--- config.mk ---
export PLATFORM = sky130hd
export DESIGN_NAME = dot_eater
export DESIGN_NICKNAME = d
export VERILOG_FILES = /design/src/rtl/dot_eater.sv
export SDC_FILE = /design/constraint.sdc
export NUM_CORES = 1
export LEC_CHECK = 0
export BUFFER_PORTS_ARGS = -buffer_cell sky130_fd_sc_hd__buf_2
export CAP_MARGIN = 25
export CORE_MARGIN = 8
export CORE_UTILIZATION = 40
export CTS_CLUSTER_DIAMETER = 30
export DETAILED_ROUTE_END_ITERATION = 6
export HOLD_SLACK_MARGIN = 0.1
export PLACE_DENSITY = 0.68
export SLEW_MARGIN = 0
export SYNTH_ARGS = -nofsm -noshare
export SYNTH_HDL_FRONTEND = slang
export SYNTH_SLANG_ARGS = --single-unit
--- constraint.sdc ---
create_clock -name clk -period 5.6 [get_ports clk]
set_input_delay 0 -clock clk [delete_from_list [all_inputs] [get_ports clk]]
set_output_delay 0 -clock clk [all_outputs]
set_load 0.02 [all_outputs]
--- src/rtl/dot_eater.sv ---
// Game-side dot eater: queries the dot map on every new Pac-Man tile, clears eaten dots,
// keeps score and eaten-dot count, and sequences the dot map restore between levels.
module dot_eater #(
  parameter int DOT_POINTS     = 10,
  parameter int POWER_POINTS   = 50,
  parameter int TOTAL_DOTS     = 240,
  parameter int RESTORE_CYCLES = 1009,
  parameter int SCORE_W        = 20
) (
  input  logic               clk,
  input  logic               rst_n,
  input  logic [4:0]         pac_tile_x,
  input  logic [5:0]         pac_tile_y,
  input  logic               pac_valid,
  input  logic               level_start,
  input  logic               game_reset,
  input  logic               has_dot,
  input  logic               is_wall_tile,
  input  logic               is_power_tile,
  output logic [4:0]         query_tile_x,
  output logic [5:0]         query_tile_y,
  output logic               clear_dot,
  output logic               level_reset,
  output logic [SCORE_W-1:0] score,
  output logic [7:0]         dots_eaten,
  output logic               dot_eaten_pulse,
  output logic               power_eaten_pulse,
  output logic               level_clear,
  output logic               busy
);

  localparam int CNT_W = $clog2(RESTORE_CYCLES + 1);
  localparam logic [31:0] SCORE_MAX = 32'((64'd1 << SCORE_W) - 64'd1);

  typedef enum logic [1:0] {IDLE, RESTORE, QUERY, CLEAR} state_t;

  state_t             state, state_next;
  logic [CNT_W-1:0]   cnt, cnt_next;
  logic [4:0]         last_x;
  logic [5:0]         last_y;
  logic               last_valid;
  logic               power_hit;
  logic               restart;
  logic               tile_ok;
  logic               accept;
  logic               eat;
  logic [31:0]        score_sum;
  logic [SCORE_W-1:0] score_next;
  logic [7:0]         dots_next;

  assign restart = level_start | game_reset;
  assign tile_ok = (pac_tile_x <= 5'd27) && (pac_tile_y <= 6'd35);
  // A restart on the CLEAR edge wins, so an aborted clear never reaches the outputs.
  assign eat     = !restart && (state == CLEAR);

  always_comb begin
    state_next = state;
    cnt_next   = cnt;
    accept     = 1'b0;
    if (restart) begin
      state_next = RESTORE;
      cnt_next   = CNT_W'(RESTORE_CYCLES);
    end else begin
      case (state)
        IDLE: begin
          if (pac_valid && !level_clear && tile_ok &&
              (!last_valid || pac_tile_x != last_x || pac_tile_y != last_y)) begin
            accept     = 1'b1;
            state_next = QUERY;
          end
        end
        RESTORE: begin
          if (cnt <= CNT_W'(1)) state_next = IDLE;
          else                  cnt_next   = cnt - CNT_W'(1);
        end
        QUERY:   state_next = (has_dot && !is_wall_tile) ? CLEAR : IDLE;
        CLEAR:   state_next = IDLE;
        default: state_next = IDLE;
      endcase
    end
  end

  always_comb begin
    score_sum  = 32'(score) + (power_hit ? 32'(POWER_POINTS) : 32'(DOT_POINTS));
    score_next = (score_sum > SCORE_MAX) ? SCORE_MAX[SCORE_W-1:0] : score_sum[SCORE_W-1:0];
    dots_next  = (dots_eaten == 8'd255) ? 8'd255 : dots_eaten + 8'd1;
  end

  always_ff @(posedge clk or negedge rst_n) begin
    if (!rst_n) begin
      state             <= IDLE;
      cnt               <= '0;
      last_x            <= '0;
      last_y            <= '0;
      last_valid        <= 1'b0;
      power_hit         <= 1'b0;
      query_tile_x      <= '0;
      query_tile_y      <= '0;
      clear_dot         <= 1'b0;
      level_reset       <= 1'b0;
      score             <= '0;
      dots_eaten        <= '0;
      dot_eaten_pulse   <= 1'b0;
      power_eaten_pulse <= 1'b0;
      level_clear       <= 1'b0;
      busy              <= 1'b0;
    end else begin
      state             <= state_next;
      cnt               <= cnt_next;
      busy              <= (state_next != IDLE);
      level_reset       <= (state_next == RESTORE);
      clear_dot         <= eat;
      dot_eaten_pulse   <= eat && !power_hit;
      power_eaten_pulse <= eat && power_hit;
      if (state == QUERY) power_hit <= is_power_tile;
      if (accept) begin
        query_tile_x <= pac_tile_x;
        query_tile_y <= pac_tile_y;
        last_x       <= pac_tile_x;
        last_y       <= pac_tile_y;
        last_valid   <= 1'b1;
      end
      if (restart) begin
        dots_eaten  <= '0;
        level_clear <= 1'b0;
        last_valid  <= 1'b0;
        if (game_reset) score <= '0;
      end else if (eat) begin
        score      <= score_next;
        dots_eaten <= dots_next;
        if (int'(dots_next) >= TOTAL_DOTS) level_clear <= 1'b1;
      end
    end
  end

endmodule

Word-level counts from Yosys, hierarchy flattened:

Index checks and enable logic that the tools add are counted.

* register bits after elaboration: 59
* output and inout bits: 45
* logic and storage cells: 80

* add/subtract/negate cells: 3
* magnitude comparators: 5
* eq/ne operators: 9
* multiplexer cells: 24
* bitwise logic cells: 1
* reductions and logical operators: 24

Operators with widths (count)
* 20-bit two-way mux: 4
* 10-bit two-way mux: 3
* 8-bit two-way mux: 3
* 20-bit by 6-bit adder with 21-bit output: 1
* 21-bit by 20-bit > comparator with 1-bit output (second input constant): 1
* 10-bit by 1-bit <= comparator with 1-bit output (second input constant): 1
* 2-bit nonzero test: 5
* 10-bit by 1-bit subtractor with 10-bit output (second input constant): 1
* 8-bit by 1-bit adder with 8-bit output (second input constant): 1
* 8-bit equality test (second input constant): 1
* 8-bit greater-or-equal comparator (second input constant): 1
* 1-bit logical AND: 8
* 1-bit two-way mux: 8
* 2-bit two-way mux: 4
* 2-bit one-hot mux with 4 select lines: 1
* 6-bit <= comparator (second input constant): 1
* 6-bit two-way mux: 1
* 6-bit inequality test: 1
* 2-bit AND reduction: 3
* 5-bit <= comparator (second input constant): 1
* 1-bit logical NOT: 5
* 5-bit inequality test: 1
* 2-bit by 1-bit equality test with 1-bit output (second input constant): 2
* 2-bit equality test (second input constant): 2
* 4 further kinds: 6

Longest topological paths before layout:

* word-level depth: 9
* mapped depth: 9
* depth with buffers taken out: 8

Least setup slack after synthesis:

Ideal clock, no wire load.

* path kind: flip-flop to flip-flop
* from: register score[3]
* to: register score[1]
* setup time: 0.140 ns
* arrival time: 1.853 ns
* slack: 3.607 ns
* cell stages (with the launch flop): 8
* cell sequence: dfrtp_1 -> ha_1 -> a211oi_1 -> o21bai_1 -> nand3_1 -> xnor2_1 -> a31oi_1 -> o211ai_1

* word-level cells in the longest chain between the ends: 5

Ends and longest elaborated chain
* start: declaration: line 24 `output logic [SCORE_W-1:0] score,`
* start signal: assignment: line 129 `score <= score_next;`
* 20-bit by 6-bit adder with 21-bit output: line 84 `score_sum = 32'(score) + (power_hit ? 32'(POWER_POINTS) : 32'(DOT_POINTS));`
* 21-bit by 20-bit > comparator with 1-bit output: line 85 `score_next = (score_sum > SCORE_MAX) ? SCORE_MAX[SCORE_W-1:0] : score_sum[SCORE_W-1:0];`
* 20-bit two-way mux: line 85
* 20-bit two-way mux: line 128 `end else if (eat) begin`
* 20-bit two-way mux: line 123 `if (restart) begin`

No other way between the ends. The select of a mux whose other input is x is not followed.
A chain may end at the register's enable or synchronous reset.

Final worst setup path:

* from: register power_hit
* to: register score[18]

* word-level cells in the longest chain between the ends: 6

Ends and longest elaborated chain
* start: declaration: line 42 `logic power_hit;`
* start signal: assignment: line 115 `if (state == QUERY) power_hit <= is_power_tile;`
* 6-bit two-way mux (*): line 84
* 20-bit by 6-bit adder with 21-bit output (*): line 84
* 21-bit by 20-bit > comparator with 1-bit output: line 85
* 20-bit two-way mux (*): line 85
* 20-bit two-way mux (*): line 128
* 20-bit two-way mux (*): line 123

Every way passes the cells marked *; elsewhere a longest branch is shown, timed or not. The select of a mux whose other input is x is not followed.

==> results <==
- The run finished with clean final reports.
- The clock transition at the registers of the reported paths is roughly 0.07 ns.
- The end of the worst register-to-register path is score[18].
- The number of warning messages in the yosys log is 0.
- The count of final setup violators is 0.
- The period utilization is 44.9%.
- The worst hold path startpoint is level_start.
- The floorplan step defined a die boundary enclosing roughly 0.011 sq mm.
- The worst hold path was traced through 3 stages.
- The path type of the worst min-delay path is primary input to flip-flop.
- In the global route stage, overall resource usage came out at between 10 and 15%.
- The final routed wirelength across all metal layers is about 7600 um.
- The max-slew violation count is 0.
- After routing, the total negative slack on setup checks comes to 0 ns.
- Sequential cells were found to cover between 40% and 50% of the synthesized design area.
- The die span in y is approximately 110 um.
- The initial antenna violation count is 0.
- After synthesis, the cell types taking the most area are sky130_fd_sc_hd__dfrtp_1 (46%), sky130_fd_sc_hd__xnor2_1 (5.2%), sky130_fd_sc_hd__xor2_1 (4.6%).
- The worst hold path terminates at cnt[9].
- The total area inside the core boundary comes to roughly 0.0078 sq mm.
- TritonCTS created 9 clock buffers.
- The worst register-to-register path begins at power_hit.
- The DRC violation count after routing is 0.
- The fraction of final layout cells sized beyond drive strength 1 is 28.7%.
- The first-pass GRT wire length is 13,100 um.
- The synthesis-to-layout area growth is 25.3%.
- The average vias per placed instance is roughly 5.3.
- The floorplan row count is 32.
- The via count of the first global-routing pass came to about 2,700.
- In this run the deepest clock path goes through 2 buffers.
- After global routing the overflow that remains totals 0.
- The worst setup path is of the flip-flop to flip-flop kind.
- Once detailed placement completed, the half-perimeter wirelength came to roughly 5400 um.
- For flop-to-flop paths, the worst setup slack is slightly above 3 ns.
- The level count of the clock H-tree is 3.
- The fraction of registers with async set/reset is 100%.
- Of all nets on the critical path, the largest fanout is 16.
- The final antenna diode count is 0.
- The share of the synthesized area in the top cell type is 46.1%.
- The violation count after the first detailed-route iteration is 151.
- The slew at the pin closest to its max-slew limit is 0.744 ns.
- The kind of end point of the critical path is a flip-flop.
- Pin placement for this block handled 64 I/O pins.
- The most instantiated library cell after synthesis is sky130_fd_sc_hd__dfrtp_1.
- The number of different library cells in the post-synthesis netlist is 55.
- The number of standard cells in the layout, taps in and fillers out is 502.
- The largest total area in the synthesized netlist belongs to sky130_fd_sc_hd__dfrtp_1.
- By count the netlist is led by sky130_fd_sc_hd__dfrtp_1 (59), sky130_fd_sc_hd__nand2_1 (28), sky130_fd_sc_hd__nor2_1 (26).
- Data on the critical path is required at its endpoint by about 5.8 ns.
- The maximum achievable frequency is between 0.3 and 0.4 GHz.
- The per-cell routed wire length is 15.2 um.
- The post-placement cell count is around 470.
- In this run the power density over the cells is roughly 250 mW/mm^2.
- In this run the horizontal extent of the chip is approximately 110 um.
- The port buffer count is 63.
- The placer's final routability congestion estimate is 0.868.
- The buffer type at the clock tree root is sky130_fd_sc_hd__clkbuf_8.
- The cell count of the worst reg-to-reg path is 7.
- The cell area that synthesis handed to floorplanning was around 0.0032 sq mm.
- Each instance of the synthesized netlist takes up on average 10.2 sq um.
- The final critical delay including setup and external delays is 2.52 ns.
- The number of hold violations in the final report is 0.
- The number of nets produced by synthesis is 340.
- The count of vias placed by the detailed router is between 2,000 and 3,000.
- In this run the static leakage power is roughly 1.8 nW.
- The worst-case headroom to the max-slew limit is 50.4%.
- The largest net degree at the start of global routing is 60.
- For the worst-skew pair, the clock arrives at the later sink with an insertion delay of around 0.33 ns.
- The worst vdd rail ir drop is 0.167 mV.
- The synthesized design contains 59 register bits.
- Setup repair after global routing left no endpoint under its margin.
- The final cell utilization of the core is between 50% and 60%.
- The CTS tree is built.
- The clock net sink count is between 50 and 60.
- The critical path data arrival time is between 2 and 3 ns.
- Across all hold checks on the routed design, the worst slack comes to 0.119 ns.
- STA classifies the critical path startpoint as a flip-flop.
- The clock arrives with roughly 0.007 ns of skew.
- The main flop type after synthesis is sky130_fd_sc_hd__dfrtp_1.
- The max-capacitance violation count is 0.
- The remaining antenna violation count after routing is 0.
- The critical path starts at power_hit.
- The first detailed-routing pass ran for 4 iterations.
- The number of standard cells after synthesis is approximately 310.
- The number of enable-type register cells in the synthesized netlist is 0.
- At the end of the flow, the number of nets in the layout was approximately 420.
- For this configuration, the core starts out at a cell density of a little over 40%.
-- registers in the layout, indices dropped and copies added (netlist names) --
signal             flops
level_clear            1
dot_eaten_pulse        1
power_hit              1
last_x                 5
state                  2
cnt                   10
level_reset            1
score                 20
clear_dot              1
last_valid             1
busy                   1
power_eaten_pulse      1
dots_eaten             8
last_y                 6
-- critical path: stages, from the launching register on --
cell and delay, ns:
sky130_fd_sc_hd__dfrtp_1 0.40, sky130_fd_sc_hd__inv_1 0.09, sky130_fd_sc_hd__ha_1 0.34, sky130_fd_sc_hd__a311oi_1 0.28
sky130_fd_sc_hd__o21ba_2 0.23, sky130_fd_sc_hd__nand2b_1 0.18, sky130_fd_sc_hd__or2_1 0.57, sky130_fd_sc_hd__o311ai_0 0.25
-- final cells by class --
cell class	instances	area (sq um)
clock buffers	12	165
multi-input cells	233	1610
clock inverters	4	95.1
inverters	10	37.5
repair buffers	82	500
well taps	102	128
fillers	718	3750
flip-flops and latches	59	1480
-- cells by family after synthesis --
kind of cell	after synthesis	share of synthesized area, %
buffers and inverters	21	3.59
flip-flops	59	46.1
XOR/XNOR	36	9.84
AND/OR/NAND/NOR	121	20.6
adder cells (fa/ha/maj)	8	3.12
AO/OA/AOI/OAI	57	12.9
multiplexers	11	3.86
-- stage by stage --
stage	power (mW)	setup slack (ns)	cell area (sq um)
after floorplan	0.464	3.61	3210
after global placement	0.487	3.13	3590
after detailed placement	0.488	3.05	3590
after CTS	0.997	3.04	4020
after global routing	1.03	2.87	4020
final	0.985	3.08	4020
-- placed cells by master (no fill, tap or decap), drive strengths merged, types with 2 or more instances in the layout --
master	n
o211ai	5
and3	6
nand4b	2
nand2b	2
nand3	17
mux2	11
nor2	26
xor2	17
a21oi	8
nor4b	2
dlygate4sd3	17
nor4	4
nor3	11
a311oi	2
inv	10
a31oi	5
clkbuf	12
buf	65
nand4	9
and2	4
ha	8
o21ai	20
a31o	2
dfrtp	59
a211oi	6
nand2	29
bufinv	3
xnor2	19
nand3b	2
or2	2
-- power breakdown --
part           leakage (nW)  internal [mW]  switching [mW]
registers             0.766          0.430         0.00391
logic                 0.947         0.0240          0.0312
clock network         0.133          0.331           0.164
total                  1.85          0.785           0.199
-- how the worst max path moves through the flow --
stage | to | slack, ns
after detailed placement | score[18] | 3.05
after global placement | score[18] | 3.13
after floorplan | score[1] | 3.61
after CTS | score[18] | 3.04
after global routing | score[18] | 2.87
final | score[18] | 3.08
-- per-layer routing --
metal | vias to the layer above | GRT usage, % | share of wire, %
met1 | 1304 | 16.4 | 43
met2 | 85 | 23.8 | 48
met3 | 6 | 6.39 | 8.2
met5 | - | 0 | 0
li1 | 1288 | - | -
met4 | 0 | 3.42 | 0.80
-- repair_timing --
item                                    4_1_cts  5_1_grt
buffers inserted                              0        0
hold buffers                                 17        0
endpoints found under the setup margin        0        0
hold endpoints to repair                     80        0
gates resized for setup                       0        0
Note: power is estimated with default switching activity, not from simulation.
